<file path="src/rtl/gray_stream_decoder_if.sv">
// Valid/ready stream bundle between a Gray-code source, the decoder and its consumer.
// The master side drives codes in and takes decoded beats out. The slave side is the decoder.
interface gray_stream_decoder_if #(
    parameter int WIDTH     = 4,
    parameter int ERR_CNT_W = 8
);
    logic                 in_valid;
    logic                 in_ready;
    logic [WIDTH-1:0]     in_gray;
    logic                 out_valid;
    logic                 out_ready;
    logic [WIDTH-1:0]     out_bin;
    logic [1:0]           out_dir;
    logic                 out_step_err;
    logic [ERR_CNT_W-1:0] err_count;

    modport master (
        output in_valid, in_gray, out_ready,
        input  in_ready, out_valid, out_bin, out_dir, out_step_err, err_count
    );

    modport slave (
        input  in_valid, in_gray, out_ready,
        output in_ready, out_valid, out_bin, out_dir, out_step_err, err_count
    );
endinterface

</file>
<file path="src/rtl/gray_stream_decoder.sv">
// Registered Gray-to-binary decoder that classifies each accepted code against the previous one
// as up, down, hold or illegal jump, and keeps a saturating count of the illegal jumps.
module gray_stream_decoder #(
    parameter int WIDTH     = 4,
    parameter int ERR_CNT_W = 8
) (
    input  logic                 clk,
    input  logic                 rst_n,
    input  logic                 clear,
    gray_stream_decoder_if.slave bus
);
    typedef enum logic [0:0] {
        ST_EMPTY = 1'b0,
        ST_TRACK = 1'b1
    } state_t;

    localparam logic [1:0]           DIR_HOLD = 2'b00;
    localparam logic [1:0]           DIR_UP   = 2'b01;
    localparam logic [1:0]           DIR_DOWN = 2'b10;
    localparam logic [WIDTH-1:0]     ONE      = {{(WIDTH-1){1'b0}}, 1'b1};
    localparam logic [ERR_CNT_W-1:0] ERR_MAX  = {ERR_CNT_W{1'b1}};

    function automatic logic [WIDTH-1:0] gray_to_bin(input logic [WIDTH-1:0] g);
        logic [WIDTH-1:0] b;
        b[WIDTH-1] = g[WIDTH-1];
        for (int i = WIDTH - 2; i >= 0; i--) begin
            b[i] = b[i+1] ^ g[i];
        end
        return b;
    endfunction

    state_t               state_q, state_d;
    logic [WIDTH-1:0]     prev_bin_q, prev_bin_d;
    logic                 out_valid_q, out_valid_d;
    logic [WIDTH-1:0]     out_bin_q, out_bin_d;
    logic [1:0]           out_dir_q, out_dir_d;
    logic                 out_step_err_q, out_step_err_d;
    logic [ERR_CNT_W-1:0] err_count_q, err_count_d;

    logic                 in_ready_s;
    logic                 accept_s;
    logic [WIDTH-1:0]     cur_bin_s;
    logic [WIDTH-1:0]     prev_inc_s;
    logic [WIDTH-1:0]     prev_dec_s;

    // Handshake, classification of the incoming code and next-state selection.
    always_comb begin
        in_ready_s     = rst_n && (!out_valid_q || bus.out_ready);
        accept_s       = bus.in_valid && in_ready_s;
        cur_bin_s      = gray_to_bin(bus.in_gray);
        prev_inc_s     = prev_bin_q + ONE;
        prev_dec_s     = prev_bin_q - ONE;

        state_d        = state_q;
        prev_bin_d     = prev_bin_q;
        out_valid_d    = out_valid_q;
        out_bin_d      = out_bin_q;
        out_dir_d      = out_dir_q;
        out_step_err_d = out_step_err_q;
        err_count_d    = err_count_q;

        if (accept_s) begin
            out_valid_d    = 1'b1;
            out_bin_d      = cur_bin_s;
            prev_bin_d     = cur_bin_s;
            state_d        = ST_TRACK;
            out_dir_d      = DIR_HOLD;
            out_step_err_d = 1'b0;
            // A clear coinciding with an accepted code makes that code a first code.
            if (clear) begin
                err_count_d = '0;
            end else begin
                case (state_q)
                    ST_EMPTY: begin
                        out_dir_d = DIR_HOLD;
                    end
                    ST_TRACK: begin
                        if (cur_bin_s == prev_inc_s) begin
                            out_dir_d = DIR_UP;
                        end else if (cur_bin_s == prev_dec_s) begin
                            out_dir_d = DIR_DOWN;
                        end else if (cur_bin_s == prev_bin_q) begin
                            out_dir_d = DIR_HOLD;
                        end else begin
                            out_step_err_d = 1'b1;
                            if (err_count_q != ERR_MAX) begin
                                err_count_d = err_count_q + {{(ERR_CNT_W-1){1'b0}}, 1'b1};
                            end else begin
                                err_count_d = err_count_q;
                            end
                        end
                    end
                    default: begin
                        state_d = ST_EMPTY;
                    end
                endcase
            end
        end else begin
            if (bus.out_ready) begin
                out_valid_d = 1'b0;
            end else begin
                out_valid_d = out_valid_q;
            end
            // clear forgets history but leaves any pending beat in place.
            if (clear) begin
                state_d     = ST_EMPTY;
                err_count_d = '0;
            end else begin
                state_d     = state_q;
                err_count_d = err_count_q;
            end
        end
    end

    // State and output registers with synchronous active-low reset.
    always_ff @(posedge clk) begin
        if (!rst_n) begin
            state_q        <= ST_EMPTY;
            prev_bin_q     <= '0;
            out_valid_q    <= 1'b0;
            out_bin_q      <= '0;
            out_dir_q      <= DIR_HOLD;
            out_step_err_q <= 1'b0;
            err_count_q    <= '0;
        end else begin
            state_q        <= state_d;
            prev_bin_q     <= prev_bin_d;
            out_valid_q    <= out_valid_d;
            out_bin_q      <= out_bin_d;
            out_dir_q      <= out_dir_d;
            out_step_err_q <= out_step_err_d;
            err_count_q    <= err_count_d;
        end
    end

    assign bus.in_ready     = in_ready_s;
    assign bus.out_valid    = out_valid_q;
    assign bus.out_bin      = out_bin_q;
    assign bus.out_dir      = out_dir_q;
    assign bus.out_step_err = out_step_err_q;
    assign bus.err_count    = err_count_q;
endmodule

</file>
<file path="src/flat_wrapper.sv">
// flat-port wrapper written by rule: the top's interface ports become plain ports
module gray_stream_decoder_flat 
#(
    parameter int WIDTH     = 4,
    parameter int ERR_CNT_W = 8
)
  (clk, rst_n, clear, bus_in_valid, bus_in_gray, bus_out_ready, bus_in_ready, bus_out_valid, bus_out_bin, bus_out_dir, bus_out_step_err, bus_err_count);
  gray_stream_decoder_if #(.WIDTH(WIDTH), .ERR_CNT_W(ERR_CNT_W)) bus_i ();
  input  logic clk;
  input  logic rst_n;
  input  logic clear;
  input wire logic [$bits(bus_i.in_valid)-1:0] bus_in_valid;
  input wire logic [$bits(bus_i.in_gray)-1:0] bus_in_gray;
  input wire logic [$bits(bus_i.out_ready)-1:0] bus_out_ready;
  output wire logic [$bits(bus_i.in_ready)-1:0] bus_in_ready;
  output wire logic [$bits(bus_i.out_valid)-1:0] bus_out_valid;
  output wire logic [$bits(bus_i.out_bin)-1:0] bus_out_bin;
  output wire logic [$bits(bus_i.out_dir)-1:0] bus_out_dir;
  output wire logic [$bits(bus_i.out_step_err)-1:0] bus_out_step_err;
  output wire logic [$bits(bus_i.err_count)-1:0] bus_err_count;
  assign bus_i.in_valid = bus_in_valid;
  assign bus_i.in_gray = bus_in_gray;
  assign bus_i.out_ready = bus_out_ready;
  assign bus_in_ready = bus_i.in_ready;
  assign bus_out_valid = bus_i.out_valid;
  assign bus_out_bin = bus_i.out_bin;
  assign bus_out_dir = bus_i.out_dir;
  assign bus_out_step_err = bus_i.out_step_err;
  assign bus_err_count = bus_i.err_count;
  gray_stream_decoder #(.WIDTH(WIDTH), .ERR_CNT_W(ERR_CNT_W)) u_core (.clk(clk), .rst_n(rst_n), .clear(clear), .bus(bus_i));
endmodule
</file>
<file path="config.mk">
export PLATFORM = sky130hd
export DESIGN_NAME = gray_stream_decoder_flat
export DESIGN_NICKNAME = d
export VERILOG_FILES = /design/src/rtl/gray_stream_decoder_if.sv /design/src/rtl/gray_stream_decoder.sv /design/src/flat_wrapper.sv
export SDC_FILE = /design/constraint.sdc
export NUM_CORES = 1
export LEC_CHECK = 0
export CELL_PAD_IN_SITES_DETAIL_PLACEMENT = 0
export CELL_PAD_IN_SITES_GLOBAL_PLACEMENT = 1
export CORE_MARGIN = 2
export CORE_UTILIZATION = 37
export DETAILED_ROUTE_END_ITERATION = 16
export GPL_ROUTABILITY_DRIVEN = 0
export PLACE_DENSITY_LB_ADDON = 0.1
export SETUP_SLACK_MARGIN = 0.2
export SLEW_MARGIN = 20
export SYNTH_ARGS = -nofsm -noshare
export SYNTH_HDL_FRONTEND = slang
export SYNTH_SLANG_ARGS = --single-unit
</file>
<file path="constraint.sdc">
create_clock -name clk -period 3.3 [get_ports clk]
set_clock_uncertainty 0.2 [all_clocks]
set_input_delay 0.825 -clock clk [delete_from_list [all_inputs] [get_ports clk]]
set_output_delay 0.825 -clock clk [all_outputs]
set_load 0.01 [all_outputs]
</file>
==> impl_metrics.py, run 1 <==
metrics = {
    "run_status": {
        "status": "completed",
    },
    "critical_path": {
        "r2r_end": "u_core.bus.err_count[6]$_SDFFE_PN0P_",
        "crit_end": "u_core.bus.err_count[6]$_SDFFE_PN0P_",
        "worstPathRequired_ns": 3.28,
        "path_depth": 6,
        "cp_slowest_stage_delay_ns": 0.49,
        "critical_path.max_fanout": 8,
        "path_cells": "clkdlybuf4s50_1 > xnor3_2 > or3_4 > a211oi_4 > nor4_1 > mux2i_1",
        "r2r_slack_ns": 0.96,
        "startpoint": "bus_in_gray[3]",
        "reg2reg_from": "u_core.prev_bin_q[0]$_SDFFE_PN0P_",
        "end_kind": "flop",
        "crit_path_start_kind": "input port",
        "slowest_stage": "xnor3_2",
        "reg2regPathDepth": 6,
        "path_buf_inv": 1,
        "worstSetupPathType": "input port to flop",
        "crit_family": "simple AND/OR/NAND/NOR gates",
        "cp_data_arrival_time_ns": 2.90,
    },
    "die": {
        "dieHeight_um": 59.57,
        "ios": 26,
        "core_area_sq_um": 3003,
        "initial_utilization_pct": 38.04,
        "rows": 20,
        "die_area_sq_um": 3548,
        "die_w_um": 59.57,
    },
    "layout": {
        "drive_above_1_share_pct": 12.58,
        "areaGrowthSynthToFinish_pct": 29.35,
        "fin_cells": 192,
        "final_area_sq_um": 1478,
        "antennaDiodeCount": 0,
        "final_cell_mix": "clkdlybuf4s50_1 (24), dfxtp_1 (17), nand2_1 (16)",
        "nNetsFinal": 172,
        "mostFrequentLayoutCell": "clkdlybuf4s50_1",
    },
    "route": {
        "detailroute.via_count": 1025,
        "drt-total-wl_um": 2520,
        "antenna_left": 0,
        "firstDrtPassIters": 4,
        "vias_per_cell": 5.339,
        "drt-initial-drc-count": 25,
        "wl_per_cell_um": 13.13,
        "drc": 0,
    },
    "cts": {
        "clk_pin_slew_ns": 0.10,
        "cts-root-buf": "clkbuf_4",
        "clock_latency_ns": 0.29,
        "cts_setup_buffers": 0,
        "cts_buffers": 3,
        "cts_resized": 1,
        "clk_path_buf_depth": 2,
        "clkSinkCount": 17,
        "cts_tree": "done",
        "htreeDepth": 1,
        "hold_buffers": 0,
    },
    "placed_design": {
        "hpwl_um": 1929,
        "place_inst": 188,
        "placed_area_sq_um": 1453,
        "port_buffers": 25,
    },
    "timing": {
        "slew_violations": 0,
        "relSlewSlack_pct": 71.15,
        "hold_violations": 0,
        "setup_viol": 0,
        "clock.fmax_mhz": 342.7,
        "final.setup.tns_ns": 0,
        "hold_ws_ns": 0.2601,
        "finalCritPeriodShare_pct": 88.44,
        "rsz0062_at_grt": "no",
        "worst_pin_slew_ns": 0.4314,
        "fin_crit_ns": 2.918,
    },
    "yosys": {
        "post_synth.cell_area_avg_sq_um": 8.855,
        "seq_area_frac_synth_pct": 29.79,
        "syn-cell-area_sq_um": 1142,
        "synth_cells": 129,
        "synth-seq-cells": 17,
        "syn-num-nets": 141,
        "ys_warn_count": 0,
        "yosysUniqueCellTypes": 39,
    },
    "global_route": {
        "grt_pass1_wl_um": 4443,
        "grt_pass1_vias": 977,
        "grt.total_usage_pct": 16.55,
        "grt-ovfl-total": 0,
        "antenna_found_initial": 0,
        "grt_max_degree": 12,
    },
    "pwr": {
        "vdd_drop_max_mv": 0.2075,
        "p_total_uw": 484.4,
        "p_leak_nw": 0.5390,
        "powerDensity_nw_per_um2": 327.8,
    },
    "job": {
        "maxCapViolations": 0,
    },
    "hold_path": {
        "hp-class": "flop to flop",
        "hold_start": "u_core.bus.out_step_err$_SDFFE_PN0P_",
    },
}
[per-layer routing]
metal | wire length, um | GRT usage [%] | vias to the layer above | part of all wire (%)
li1 | - | - | 518 | -
met1 | 1197 | 21.33 | 480 | 48
met2 | 1146 | 26.53 | 22 | 45
met3 | 126 | 3.275 | 5 | 5.0
met4 | 49 | 7.619 | 0 | 1.9
met5 | 0 | 0 | - | 0
[flip-flops by register name, summed over array words and instances, names as in the netlist]
signal / flops
u_core.bus.out_valid: 1
u_core.bus.err_count: 8
u_core.bus.out_step_err: 1
u_core.state_q: 1
u_core.bus.out_dir: 2
u_core.prev_bin_q: 4
[where the power goes]
group / switching, mW / leakage, nW / internal, mW / total [mW]
clock: 0.0644 / 0.0150 / 0.0471 / 0.111
combinational: 0.0761 / 0.386 / 0.0717 / 0.148
sequential: 0.0127 / 0.138 / 0.213 / 0.225
total: 0.153 / 0.539 / 0.331 / 0.484
[worst reg2reg max path: stages (launching register included)]
cell and delay, ns:
dfxtp_1 0.47, inv_1 0.08, ha_1 0.33, or3_4 0.41, a211oi_4 0.45, nor4_1 0.14
mux2i_1 0.14
[cell usage after synthesis (all sizes together)]
| cell | number | area share [%] |
|---|---|---|
| a211o | 1 | 0.77 |
| a211oi | 2 | 3.5 |
| a21boi | 2 | 1.3 |
| a21oi | 1 | 0.77 |
| a22oi | 2 | 1.3 |
| a31o | 2 | 1.5 |
| and2 | 2 | 1.1 |
| and3 | 3 | 1.6 |
| and3b | 1 | 0.88 |
| buf | 1 | 0.99 |
| clkbuf | 4 | 1.3 |
| dfxtp | 17 | 30 |
| ha | 3 | 3.3 |
| inv | 5 | 1.6 |
| mux2i | 7 | 6.1 |
| nand2 | 16 | 5.3 |
| nand2b | 6 | 3.3 |
| nand3 | 8 | 3.5 |
| nand3b | 1 | 0.66 |
| nand4 | 4 | 2.2 |
| nor2 | 3 | 0.99 |
| nor2b | 3 | 1.6 |
| nor3 | 1 | 0.44 |
| nor3b | 1 | 0.66 |
| nor4 | 4 | 3.5 |
| o211a | 1 | 0.88 |
| o211ai | 1 | 0.66 |
| o21ai | 2 | 0.88 |
| o41ai | 1 | 0.77 |
| or2 | 1 | 0.55 |
| or3 | 6 | 3.7 |
| or3b | 1 | 0.77 |
| or4b | 1 | 0.88 |
| xnor2 | 8 | 6.1 |
| xnor3 | 1 | 2.1 |
| xor2 | 6 | 4.6 |
[metrics by stage]
stage / util (%) / setup WS (ns)
finish: 49.21 / 0.3816
global route: 49.21 / 0.2562
CTS: 49.21 / 0.3749
detailed placement: 48.38 / 0.04509
global placement: 48.38 / 0.08145
floorplan: - / 0.6024
[cell type report]
class                      instances  area (sq um)
tap                               33         41.29
fill                             304          1525
clock buffer                       4         26.28
timing repair buffer              31         294.0
inverter                           5         18.77
multi-input combinational        102         757.0
sequential                        17         340.3
[logic make-up after synthesis]
| logic type | synth area share (%) |
|---|---|
| AOI/OAI and AO/OA | 12.38 |
| xor gates and xnor gates | 12.81 |
| adders and majority gates | 3.286 |
| buffers and inverters | 3.943 |
| DFF | 29.79 |
| muxes | 6.134 |
| and+or+nand+nor | 31.66 |
[how the worst min path moves through the flow]
stage                                      endpoint  slack, ns  cells past startpoint
2_1_floorplan           u_core.state_q$_SDFFE_PN0N_       0.26                      2
3_3_place_gp   u_core.bus.out_step_err$_SDFFE_PN0P_       0.25                      2
3_5_place_dp   u_core.bus.out_step_err$_SDFFE_PN0P_       0.25                      2
4_1_cts        u_core.bus.out_step_err$_SDFFE_PN0P_       0.27                      2
5_1_grt        u_core.bus.out_step_err$_SDFFE_PN0P_       0.29                      2
6_report       u_core.bus.out_step_err$_SDFFE_PN0P_       0.26                      2
Note: power is estimated with default switching activity, not from simulation.
==> run 2, diff against run 1 <==
--- a/config.mk
+++ b/config.mk
@@ -9,6 +9,7 @@
 export CELL_PAD_IN_SITES_GLOBAL_PLACEMENT = 1
 export CORE_MARGIN = 2
 export CORE_UTILIZATION = 37
+export CTS_CLUSTER_SIZE = 30
 export DETAILED_ROUTE_END_ITERATION = 16
 export GPL_ROUTABILITY_DRIVEN = 0
 export PLACE_DENSITY_LB_ADDON = 0.1
==> results of run 2 <==
Same layout as run 1: the final DEF is identical, and so are final timing and power.
